[config.mk]
export PLATFORM = sky130hd
export DESIGN_NAME = div_seq32
export DESIGN_NICKNAME = d
export VERILOG_FILES = /design/src/rtl/div_seq32.sv
export SDC_FILE = /design/constraint.sdc
export NUM_CORES = 1
export LEC_CHECK = 0
export CORE_MARGIN = 4
export CORE_UTILIZATION = 57
export CTS_CLUSTER_SIZE = 28
export DETAILED_ROUTE_END_ITERATION = 7
export PLACE_DENSITY = 0.82
export SLEW_MARGIN = 20
export SYNTH_ARGS = -nofsm -noshare
export SYNTH_HDL_FRONTEND = slang
export SYNTH_SLANG_ARGS = --single-unit
export TNS_END_PERCENT = 1
[constraint.sdc]
create_clock -name clock -period 5.65 [get_ports clock]
set_input_delay 0.8475 -clock clock [delete_from_list [all_inputs] [get_ports clock]]
set_output_delay 0.8475 -clock clock [all_outputs]
set_load 0.01 [all_outputs]
[src/rtl/div_seq32.sv]
// div_seq32 -- multicycle restoring divider for the DIV instruction.
// Latches A/B on a start pulse and produces quotient on lo and remainder on hi,
// one quotient bit per clock. Quotient truncates toward zero and the remainder
// takes the sign of the dividend. A zero divisor finishes at once with div_zero
// and leaves lo/hi untouched.
// Optional feature macro: DIV_UNSIGNED_EN adds the is_unsigned input (DIVU).
module div_seq32 #(
  parameter int WIDTH = 32
) (
  input  logic             clock,
  input  logic             reset,
`ifdef DIV_UNSIGNED_EN
  input  logic             is_unsigned,
`endif
  input  logic             start,
  input  logic [WIDTH-1:0] dividend,
  input  logic [WIDTH-1:0] divisor_in,
  output logic [WIDTH-1:0] lo,
  output logic [WIDTH-1:0] hi,
  output logic             busy,
  output logic             done,
  output logic             div_zero
);

  localparam int CW = $clog2(WIDTH + 1);

  typedef enum logic [2:0] {
    IDLE = 3'd0,
    CALC = 3'd1,
    FIX  = 3'd2,
    DONE = 3'd3,
    ZERO = 3'd4
  } state_t;

  state_t state, state_nxt;

  // Magnitudes are WIDTH+1 bits so that |INT_MIN| is representable.
  logic [WIDTH:0]  q;         // dividend magnitude shifting out, quotient shifting in
  logic [WIDTH:0]  rem;       // partial remainder
  logic [WIDTH:0]  dvs;       // divisor magnitude
  logic [CW-1:0]   count;     // iterations still to run
  logic            neg_a;     // dividend was negative (signed op only)
  logic            neg_b;     // divisor was negative (signed op only)

  logic            signed_op;
  logic            neg_a_in;
  logic            neg_b_in;
  logic [WIDTH:0]  a_ext;
  logic [WIDTH:0]  b_ext;
  logic [WIDTH:0]  mag_a;
  logic [WIDTH:0]  mag_b;
  logic [WIDTH:0]  rem_shift;
  logic [WIDTH:0]  rem_sub;
  logic            rem_ge;
  logic [WIDTH:0]  quot_fix;
  logic [WIDTH:0]  rem_fix;

`ifdef DIV_UNSIGNED_EN
  assign signed_op = ~is_unsigned;
`else
  assign signed_op = 1'b1;
`endif

  // Operand magnitudes at acceptance, plus one restoring step and sign fix-up.
  always_comb begin
    // NOTE: every variable gets a value on every path, so no latch is inferred.
    neg_a_in  = signed_op & dividend[WIDTH-1];
    neg_b_in  = signed_op & divisor_in[WIDTH-1];
    a_ext     = {neg_a_in, dividend};
    b_ext     = {neg_b_in, divisor_in};
    mag_a     = neg_a_in ? -a_ext : a_ext;
    mag_b     = neg_b_in ? -b_ext : b_ext;
    rem_shift = (rem << 1) | {{WIDTH{1'b0}}, q[WIDTH-1]};
    rem_ge    = (rem_shift >= dvs);
    rem_sub   = rem_shift - dvs;
    quot_fix  = (neg_a ^ neg_b) ? -q : q;
    rem_fix   = neg_a ? -rem : rem;
  end

  // State register.
  always_ff @(posedge clock) begin
    // NOTE: sequential state uses non-blocking assignments so all flops update together.
    if (reset) state <= IDLE;
    else       state <= state_nxt;
  end

  // Next-state logic.
  always_comb begin
    state_nxt = state;
    case (state)
      IDLE: if (start) state_nxt = (divisor_in == '0) ? ZERO : CALC;
      CALC: if (count == '0) state_nxt = FIX;
      FIX:  state_nxt = DONE;
      DONE: state_nxt = IDLE;
      ZERO: state_nxt = IDLE;
      default: state_nxt = IDLE;
    endcase
  end

  // Status outputs decoded from the state.
  always_comb begin
    busy     = (state == CALC) || (state == FIX);
    done     = (state == DONE) || (state == ZERO);
    div_zero = (state == ZERO);
  end

  // Datapath: operand latch, iteration, and result write-back.
  always_ff @(posedge clock) begin
    if (reset) begin
      q     <= '0;
      rem   <= '0;
      dvs   <= '0;
      count <= '0;
      neg_a <= 1'b0;
      neg_b <= 1'b0;
      lo    <= '0;
      hi    <= '0;
    end else begin
      case (state)
        IDLE: begin
          if (start) begin
            q     <= mag_a;
            dvs   <= mag_b;
            neg_a <= neg_a_in;
            neg_b <= neg_b_in;
            rem   <= '0;
            count <= CW'(WIDTH);
          end
        end
        CALC: begin
          if (count != '0) begin
            rem   <= rem_ge ? rem_sub : rem_shift;
            q     <= (q << 1) | {{WIDTH{1'b0}}, rem_ge};
            count <= count - 1'b1;
          end
        end
        FIX: begin
          lo <= WIDTH'(quot_fix);
          hi <= WIDTH'(rem_fix);
        end
        default: ;
      endcase
    end
  end

endmodule

After elaboration in Yosys (flattened, before gate mapping) --
Index checks and enable logic that the tools add are counted.
Storage, ports and cells: bits in registers 172, logic and storage cells 54
Operators by class: add/sub/neg operators 6, magnitude comparators 1, eq/ne operators 7, multiplexer cells 18, bitwise logic cells 3, reductions and logical operators 10
Operator list (count):
- $mux W32 | 8
- $pmux W32 S2 | 2
- $neg A32 Y32 | 3
- $ge A33 B33 Y1 | 1
- $mux W33 | 1
- $neg A33 Y33 | 1
- $or A33 B1 Y33 | 1
- $logic_not A32 Y1 | 1
- $or A32 B1 Y32 | 1
- $sub A32 B32 Y32 | 1
- $mux W6 | 2
- $pmux W6 S2 | 1
- $mux W3 | 3
- $pmux W3 S3 | 1
- $eq A3 B2 Y1 const B | 2
- $logic_not A6 Y1 | 1
- $reduce_bool A6 Y1 | 1
- $sub A6 B1 Y6 const B | 1
- $ne A2 B2 Y1 const B | 2
- $reduce_and A2 Y1 | 2
- $eq A3 B1 Y1 const B | 1
- $eq A3 B3 Y1 const B | 1
- $logic_not A3 Y1 | 1
- $reduce_and A3 Y1 | 1
- other kinds (4) | 5

Logic depth before layout (Yosys ltp) --
Gate-level depths: netlist of the first run.
word-level depth 5, gate-level depth with buffers 13, gate-level depth less buffers 13

Least setup slack after synthesis of the first run --
No wires, ideal clock.
path kind input -> register, from input port dividend[4], to register q[29], setup time 0.095 ns, arrival time 3.541 ns, setup slack 2.014 ns, stages on the path 8, path through or3_4 -> or4_1 -> or4_4 -> or4_4 -> or3_4 -> o41ai_1 -> xor2_1 -> a221oi_1
On the way: cells in the longest elaborated chain, start to end 4
RTL lines:
- start: declaration | RTL line 16 | input logic [WIDTH-1:0] dividend,
- $neg A32 Y32 | RTL line 71 | mag_a = neg_a_in ? -a_ext : a_ext;
- $mux W32 | RTL line 71
- $mux W32 | RTL line 121 | if (start) begin
- $pmux W32 S2 | RTL line 119 | case (state)
- end signal: assignment | RTL line 122 | q <= mag_a;
- end signal: assignment | RTL line 133 | q <= (q << 1) | {{WIDTH{1'b0}}, rem_ge};
- end: declaration | RTL line 38 | logic [WIDTH:0] q;
Every way passes these cells. The select of a mux whose other input is x is not followed. A chain may end at the register's enable or synchronous reset.

Worst setup path after layout of the first run --
from input port dividend[2], to register q[28]
Same word-level chain as after synthesis.

==> flow_summary.toml, run 1 <==
[sta]
slew_violations = 0
hold_viol_final = 0
max_slew_margin_pct = 30.5
worst_slew_pin_slew_ns = 1.04
finClkSkew_ns = 0.00950
max_clock_freq_mhz = 256
setup-tns-final_ns = 0
fin_crit_sh_pct = 69.1
min_period_ns = 3.90
rsz0062_at_grt = "no"
finalSetupViolations = 0

[die]
die_area_um2 = 20600
fp.dieH_um = 144
core-area_um2 = 18000
start_util_pct = 58.2
die_x_um = 144
fp-row-count = 49
ioPinCount = 134

[placement]
portBuffers = 133
dp_cells = 1644
globalplace.congestion = 0.939
dpl_cell_area_um2 = 11900
hpwlAfterDp_um = 20200

[grt]
antenna_found_initial = 0
grt_use_total_pct = 26.1
grt_max_degree = 122
overflow = 0
grt_pass1_vias = 8830
grt_pass1_wl_um = 44200

[route]
wire_per_inst_um = 16.2
ant_nets = 0
drt_iter0_drc = 812
via_per_inst = 5.92
vias = 9925
first_pass_iters = 5
drc = 0
finalWirelength_um = 27200

[synth]
ys_ff_latch = 172
yosysWarnings = 0
synth_flop_cell = "dfxtp_1"
synth_cell_types = 59
syn_inst = 1355
synth_area_um2 = 10500
syn_nets = 1462
yosysTopAreaCellShare_pct = 32.8
synth.area.top_cells = "dfxtp_1 (33%), xor2_1 (8.6%), a211oi_1 (6.9%)"
synth.avg_cell_area_um2 = 7.74
synth_edf_count = 0
synth-async-reset-ratio_pct = 0
yosysTopAreaCell = "dfxtp_1"
ys_seq_area_share_pct = 32.8

[layout]
antennaDiodeCount = 0
seqCellArea_um2 = 3440
nets = 1542
fin_cells = 1677
fin_area_um2 = 12500
synthToLayoutAreaGrowth_pct = 19.5
fillCellCount = 1510
drive_gt1_share_pct = 4.49
multi_input_area_um2 = 6560

[cts]
postCtsHoldBufs = 0
cts_root_buffer = "clkbuf_16"
h-tree-depth = 4
numCtsBuffers = 17
cts.path.max_buffers = 2
cts_resized = 0
cts_setup_buffers = 0
insertion_delay_ns = 0.43
path_clk_slew_ns = 0.07
cts_tree = "yes"
clock-sinks = 172

[run]
max_cap_violations = 0

[setup_path]
worst-endpoint-arrival_ns = 4.24
cp-start-kind = "input pin"
cp_max_fo = 4
worstSetupPathType = "input pin to flop"
cp.required_ns = 5.99
end_kind = "flop"

[power_and_ir_drop]
p_leak_nw = 4.70
power.density_nw_per_um2 = 351
vdd_drop_max_v = 0.000297

[status]
outcome = "completed"

[hold_path]
worstHoldPathType = "flop to flop"
worst paths after layout:
path                        start  slack (ns)  depth (start not counted)                    to
min reg2reg  dvs[32]$_SDFFE_PP0P_        0.46                          2  dvs[32]$_SDFFE_PP0P_
max                   dividend[2]        1.75                         10    q[28]$_SDFFE_PP0P_
min          dvs[32]$_SDFFE_PP0P_        0.46                          2  dvs[32]$_SDFFE_PP0P_
max reg2reg   rem[2]$_SDFFE_PP0P_        2.29                          8   hi[30]$_SDFFE_PP0N_
flip-flops by register name (all words and copies together) (netlist names):
| signal | count |
|---|---|
| neg_b | 1 |
| dvs | 33 |
| rem | 32 |
| state | 3 |
| q | 32 |
| neg_a | 1 |
| lo | 32 |
| hi | 32 |
| count | 6 |
power by group:
group | switching (mW) | internal, mW | total, mW
clock | 0.536 | 0.727 | 1.26
sequential | 0.184 | 1.39 | 1.57
combinational | 0.915 | 0.655 | 1.57
kinds of logic (layout without fill, tap and decap cells):
family	count (synthesis)	in the layout	share of synthesized area, %
buf+inv	134	227	4.81
simple gates	433	433	18.9
fa+ha+maj	40	40	4.84
xor+xnor	146	146	12.2
compound gates	423	423	25.8
flops	172	172	32.8
mux	7	7	0.668
stage by stage:
stage	total power [mW]	hold WS (ns)	setup WS, ns	utilization [%]
6_report	4.40	0.458	1.75	69.5
5_1_grt	4.67	0.484	1.68	69.5
4_1_cts	4.38	0.460	1.76	69.4
3_5_place_dp	3.12	0.450	1.36	65.9
3_3_place_gp	3.09	0.437	1.42	65.9
2_1_floorplan	2.64	0.428	2.01	-
cell usage in the layout (no fill, tap or decap), drive strengths merged, types with 8 or more instances in the layout:
| cell | synthesis | final |
|---|---|---|
| ha | 39 | 39 |
| nor3 | 23 | 23 |
| dfxtp | 172 | 172 |
| clkbuf | 70 | 18 |
| nor2 | 168 | 168 |
| and3 | 8 | 8 |
| xor2 | 103 | 103 |
| or4 | 19 | 19 |
| xnor2 | 43 | 43 |
| a21oi | 113 | 113 |
| o21ai | 99 | 99 |
| inv | 54 | 63 |
| nand3 | 21 | 21 |
| buf | 10 | 10 |
| o31ai | 32 | 32 |
| nand2 | 130 | 130 |
| nand4 | 8 | 8 |
| a211oi | 97 | 97 |
| a31oi | 18 | 18 |
| clkdlybuf4s50 | 0 | 131 |
| or3 | 20 | 20 |
| o41ai | 15 | 15 |
critical path, cell delays in order:
cell,delay [ns]
clkdlybuf4s50_1,0.47
or3_4,0.40
or3b_4,0.42
or4_4,0.52
or4_4,0.47
or3_4,0.44
o31ai_4,0.24
xnor2_1,0.15
nand2_1,0.07
a31oi_1,0.22
cell usage after synthesis (all sizes together), types with 18 or more instances:
cell type    n
or3         20
ha          39
dfxtp      172
a211oi      97
clkbuf      70
nand3       21
a21oi      113
or4         19
nor3        23
nand2      130
nor2       168
xnor2       43
inv         54
o21ai       99
a31oi       18
o31ai       32
xor2       103
area by class of cell:
type,count,area share (%)
inverters,54,1.62
flip-flops and latches,172,27.5
clock inverters,14,1.55
clock buffers,18,3.51
multi-input cells,1049,52.3
well taps,229,2.29
repair buffers,141,11.2
routing by layer:
layer / up-vias / global-route usage (%) / wire length (um)
li1: 5013 / - / -
met1: 4512 / 40.2 / 13300
met2: 364 / 38.1 / 11400
met3: 36 / 4.06 / 2220
met4: 0 / 6.59 / 368
met5: - / 0 / 0
No activity file was read; power rests on OpenSTA's default activity.
==> run 2: changes to the inputs <==
Settings changed: CORE_UTILIZATION 57 to 51, PLACE_DENSITY 0.82 to 0.77.
Clock period 5.65 ns to 3.4 ns, I/O delays scaled along.
==> run 2 against run 1 <==
Against the previous run:
- final area increased by 3.7%
- worst hold slack lost 0.012 ns
- utilization decreased by 5.3 points
- worst setup slack got worse by 1.6 ns
- clock power is 70% higher
- first-iteration DRC count shrank 8.9%
- combinational power up 69%
- largest power group is now combinational logic
==> flow_summary.toml, run 2 (synthesis results as in run 1) <==
[power_and_ir_drop]
switching_share_pct = 36.7
finalPower_mw = 7.39
p_int_mw = 4.68
pwr-share-comb_pct = 36.0
p_clk_share_pct = 28.9
power.density_nw_per_um2 = 569
p_leak_nw = 4.97
seqPwrFrac_pct = 35.1
netSwitchingPower_mw = 2.71
vdd_drop_max_v = 0.000348

[layout]
largest_reg_flops = 33
antennaDiodeCount = 0
layout_commonest_cell = "dfxtp_1"
fin_util_pct = 64.2
nets = 1593
drive_gt1_share_pct = 7.94
synthToLayoutAreaGrowth_pct = 23.8
layout_common_cells = "dfxtp_1 (172), nor2_1 (167), nand2_1 (130)"
fin_cells = 1768
regMostFlops = "dvs"

[die]
fp-row-count = 52
start_util_pct = 51.8
die_area_um2 = 22900
die_x_um = 151
core-area_um2 = 20200
ioPinCount = 134
fp.dieH_um = 151

[sta]
slew_violations = 0
fin_crit_sh_pct = 95.1
hold_viol_final = 0
finalSetupViolations = 0
min_period_ns = 3.23
rsz0062_at_grt = "no"
finClkSkew_ns = 0.0157
max_slew_margin_pct = 36.1
worst_slew_pin_slew_ns = 0.956
max_clock_freq_mhz = 309
holdWs_ns = 0.446

[hold_path]
worstHoldPathType = "input pin to flop"
hold_depth = 2

[placement]
hpwlAfterDp_um = 21000
portBuffers = 133
dp_cells = 1737
globalplace.congestion = 0.912

[setup_path]
cp-start-kind = "input pin"
critical_path.most_common_cell = "or4_4"
path_cells = "clkdlybuf4s50_1, or4_1, or4_4, or4_4, or3_4, o31ai_2, xnor2_1, nand2_1, a31oi_1"
cp_slowest_cell = "or4_1"
rr_worst_depth = 13
critPathMaxStageDelay_ns = 0.59
worst-endpoint-arrival_ns = 3.58
end_kind = "flop"
worstSetupPathType = "input pin to flop"
cp.required_ns = 3.75
cp_max_fo = 4

[grt]
grt_use_total_pct = 24.3
overflow = 0
grt_pass1_wl_um = 45300
antenna_found_initial = 0
grt_max_degree = 84
grt_pass1_vias = 8976

[route]
ant_nets = 0
drc = 0
drt_iter0_drc = 740
finalWirelength_um = 28100
first_pass_iters = 5
wire_per_inst_um = 15.9
via_per_inst = 5.75
vias = 10200

[cts]
path_clk_slew_ns = 0.08
numCtsBuffers = 17
insertion_delay_ns = 0.44
h-tree-depth = 4
cts.path.max_buffers = 2
cts_tree = "yes"
postCtsHoldBufs = 0
cts_root_buffer = "clkbuf_16"
cts_setup_buffers = 0
clock-sinks = 172

[status]
outcome = "completed"

[run]
max_cap_violations = 0
-- run 2: layout make-up --
class / count / area, um^2
Fill cell: 1765 / 7240
Multi-Input combinational cell: 1049 / 6580
Sequential cell: 172 / 3440
Timing Repair Buffer: 192 / 1780
Clock buffer: 18 / 439
Tap cell: 270 / 338
Clock inverter: 13 / 205
Inverter: 54 / 203
-- run 2: power groups by stage --
stage	Sequential, mW	Combinational, mW	Clock, mW
2_1_floorplan	2.58	1.81	0
3_3_place_gp	2.62	2.58	0
3_5_place_dp	2.63	2.62	0
4_1_cts	2.59	2.63	2.15
5_1_grt	2.63	2.97	2.23
6_report	2.60	2.66	2.14
-- run 2: worst paths after layout --
| path | start | end | slack [ns] |
|---|---|---|---|
| max | dividend[8] | q[25]$_SDFFE_PP0P_ | 0.17 |
| min | reset | hi[2]$_SDFFE_PP0N_ | 0.45 |
| max reg2reg | q[31]$_SDFFE_PP0P_ | rem[20]$_SDFFE_PP0P_ | 0.28 |
| min reg2reg | lo[22]$_SDFFE_PP0N_ | lo[22]$_SDFFE_PP0N_ | 0.47 |
-- run 2: layer usage --
metal | track usage, % | wire length (um) | share of wire [%]
met1 | 36.5 | 13600 | 48
met2 | 36.2 | 12000 | 43
met3 | 4.13 | 2140 | 7.6
met4 | 5.53 | 361 | 1.3
met5 | 0 | 0 | 0
-- run 2: critical path, delay by kind of cell --
kind | cells | cell delay (ns)
AO/OA/AOI/OAI | 2 | 0.45
XOR/XNOR | 1 | 0.15
buffers and inverters | 1 | 0.41
AND/OR/NAND/NOR | 5 | 2.06
-- run 2: what timing repair did --
| item | 4_1_cts | 5_1_grt |
|---|---|---|
| endpoints found under the setup margin | 1 | 9 |
| pin swaps | 0 | 8 |
| resized for setup | 1 | 10 |
| endpoints found under the hold margin | 0 | 0 |
-- run 2: per-stage QoR --
stage          TNS [ns]  setup WS (ns)  area (um^2)
6_report              0          0.166        13000
5_1_grt               0         0.0342        13000
4_1_cts               0         0.0143        13000
3_3_place_gp      -3.47         -0.368        12300
2_1_floorplan         0          0.101        10500
3_5_place_dp      -4.26         -0.414        12300
==> run 3: changes to the inputs <==
Settings changed: ABC_CLOCK_PERIOD_IN_PS from default to 3400, PLACE_DENSITY 0.77 to 0.8.
==> run 3 against run 2 <==
Against the previous run:
- clock-buffer cell count stayed put
- worst hold slack better by 0.0076 ns
- worst setup slack got worse by 0.031 ns
- combinational power barely moved
- clock power shrank 15%
- via count shrank 0.43%
- routed wire length fell by 0.41%
- sequential share of layout area increased by 0.13 points
- critical path type unchanged
==> flow_summary.toml, run 3 (synthesis results as in run 1) <==
[cts]
h-tree-depth = 4
clock-sinks = 172
cts.path.max_buffers = 2
cts_tree = "yes"
postCtsHoldBufs = 0
insertion_delay_ns = 0.44
cts_root_buffer = "clkbuf_16"
numCtsBuffers = 17
path_clk_slew_ns = 0.07

[grt]
grt_max_degree = 90
grt_pass1_vias = 9029
antenna_found_initial = 0
overflow = 0
grt_use_total_pct = 24.1
grt_pass1_wl_um = 45000

[setup_path]
critical_path_depth = 9
worst-endpoint-arrival_ns = 3.63
r2r_start = "rem[10]$_SDFFE_PP0P_"
reg2reg_to = "hi[29]$_SDFFE_PP0N_"
crit_buf_inv = 1
critPathMaxStageDelay_ns = 0.53
cp-endpoint = "q[26]$_SDFFE_PP0P_"
ff2ff_setup_slack_ns = 0.32
cp_slowest_cell = "or4_4"
path_cells = "clkdlybuf4s50_1, or4_4, or4_4, or4_4, or3_4, o41ai_4, xnor2_1, nand2_1, a31oi_1"
rr_worst_depth = 7
cp_max_fo = 4
critical_path.most_common_cell = "or4_4"
cp.required_ns = 3.77
cp_top_family = "simple AND/OR/NAND/NOR gates"
startpoint = "dividend[8]"
worstSetupPathType = "input pin to flop"
cp-start-kind = "input pin"
end_kind = "flop"

[layout]
layout_commonest_cell = "dfxtp_1"
fin_util_pct = 63.9
synthToLayoutAreaGrowth_pct = 23.2
fin_cells = 1770
regMostFlops = "dvs"
drive_gt1_share_pct = 8.00
nets = 1594
largest_reg_flops = 33
antennaDiodeCount = 0
layout_common_cells = "dfxtp_1 (172), nor2_1 (167), nand2_1 (130)"

[route]
dr_wl_met2_um = 11800
vias = 10100
via_per_inst = 5.72
wire_per_inst_um = 15.8
top_layer_used = "met4"
finalWirelength_um = 28000
drc = 0
first_pass_iters = 5
drt_iter0_drc = 678
wirelength_met1_um = 13400
dr_wl_met3_um = 2260
ant_nets = 0

[die]
fp-row-count = 52
fp.dieH_um = 151
start_util_pct = 51.8
die_x_um = 151
ioPinCount = 134
core-area_um2 = 20200
die_area_um2 = 22900

[placement]
globalplace.congestion = 0.941
portBuffers = 133
dp_cells = 1734
hpwlAfterDp_um = 21000

[power_and_ir_drop]
p_int_mw = 4.36
pwr-share-comb_pct = 37.5
finalPower_mw = 7.04
seqPwrFrac_pct = 36.8
switching_share_pct = 38.1
power.density_nw_per_um2 = 545
netSwitchingPower_mw = 2.68
p_clk_share_pct = 25.7
p_leak_nw = 5.01
vdd_drop_max_v = 0.000390

[run]
max_cap_violations = 0

[sta]
worst_slew_pin_slew_ns = 0.994
finClkSkew_ns = 0.0106
max_clock_freq_mhz = 306
slew_violations = 0
rsz0062_at_grt = "no"
hold_viol_final = 0
min_period_ns = 3.26
fin_crit_sh_pct = 96.0
max_slew_margin_pct = 33.7
finalSetupViolations = 0

[hold_path]
worstHoldPathType = "input pin to flop"

[status]
outcome = "completed"
-- run 3: final cells by class --
type | instances | area [um^2]
fill | 1775 | 7310
multi-input combinational | 1049 | 6580
sequential | 172 | 3440
timing repair buffer | 193 | 1820
clock buffer | 18 | 429
tap | 270 | 338
inverter | 54 | 203
clock inverter | 14 | 111
-- run 3: repair_timing --
item / in CTS / in global routing
pin swaps: 1 / 11
endpoints found under the setup margin: 3 / 9
gates resized for setup: 3 / 16
buffers inserted: 0 / 4
gates cloned: 0 / 0
-- run 3: layer usage --
layer / vias up / GRT usage [%]
met3: 43 / 4.10
met1: 4578 / 35.5
li1: 5111 / -
met4: 0 / 7.34
met5: - / 0
met2: 386 / 36.0
-- run 3: stage by stage --
stage / area, um^2 / setup slack (ns) / setup TNS [ns] / hold slack [ns]
2_1_floorplan: 10500 / 0.101 / 0 / 0.428
3_3_place_gp: 12300 / -0.347 / -3.17 / 0.440
3_5_place_dp: 12300 / -0.446 / -4.39 / 0.448
4_1_cts: 12900 / 0.0303 / 0 / 0.440
5_1_grt: 12900 / 0.0339 / 0 / 0.463
6_report: 12900 / 0.135 / 0 / 0.454
-- run 3: worst reg2reg max path: cells and delay by family, from the launching register on --
| family | cells | cell delay (ns) |
|---|---|---|
| flops | 1 | 0.31 |
| simple gates | 4 | 1.86 |
| compound gates | 2 | 0.48 |
| xor+xnor | 1 | 0.28 |
-- run 3: power groups by stage --
stage	Combinational [mW]	Clock [mW]	Sequential, mW
after floorplan	1.81	0	2.58
after global placement	2.57	0	2.62
after detailed placement	2.61	0	2.63
after CTS	2.62	1.83	2.59
after global routing	2.94	1.92	2.63
final	2.64	1.81	2.59
-- run 3: how the worst min path moves through the flow --
| stage | from | endpoint | slack (ns) | depth (start not counted) |
|---|---|---|---|---|
| finish | reset | q[31]$_SDFFE_PP0P_ | 0.45 | 2 |
| global route | reset | dvs[31]$_SDFFE_PP0P_ | 0.46 | 2 |
| CTS | reset | q[31]$_SDFFE_PP0P_ | 0.44 | 2 |
| detailed placement | dvs[32]$_SDFFE_PP0P_ | dvs[32]$_SDFFE_PP0P_ | 0.45 | 2 |
| global placement | lo[22]$_SDFFE_PP0N_ | lo[22]$_SDFFE_PP0N_ | 0.44 | 2 |
| floorplan | dvs[32]$_SDFFE_PP0P_ | dvs[32]$_SDFFE_PP0P_ | 0.43 | 2 |
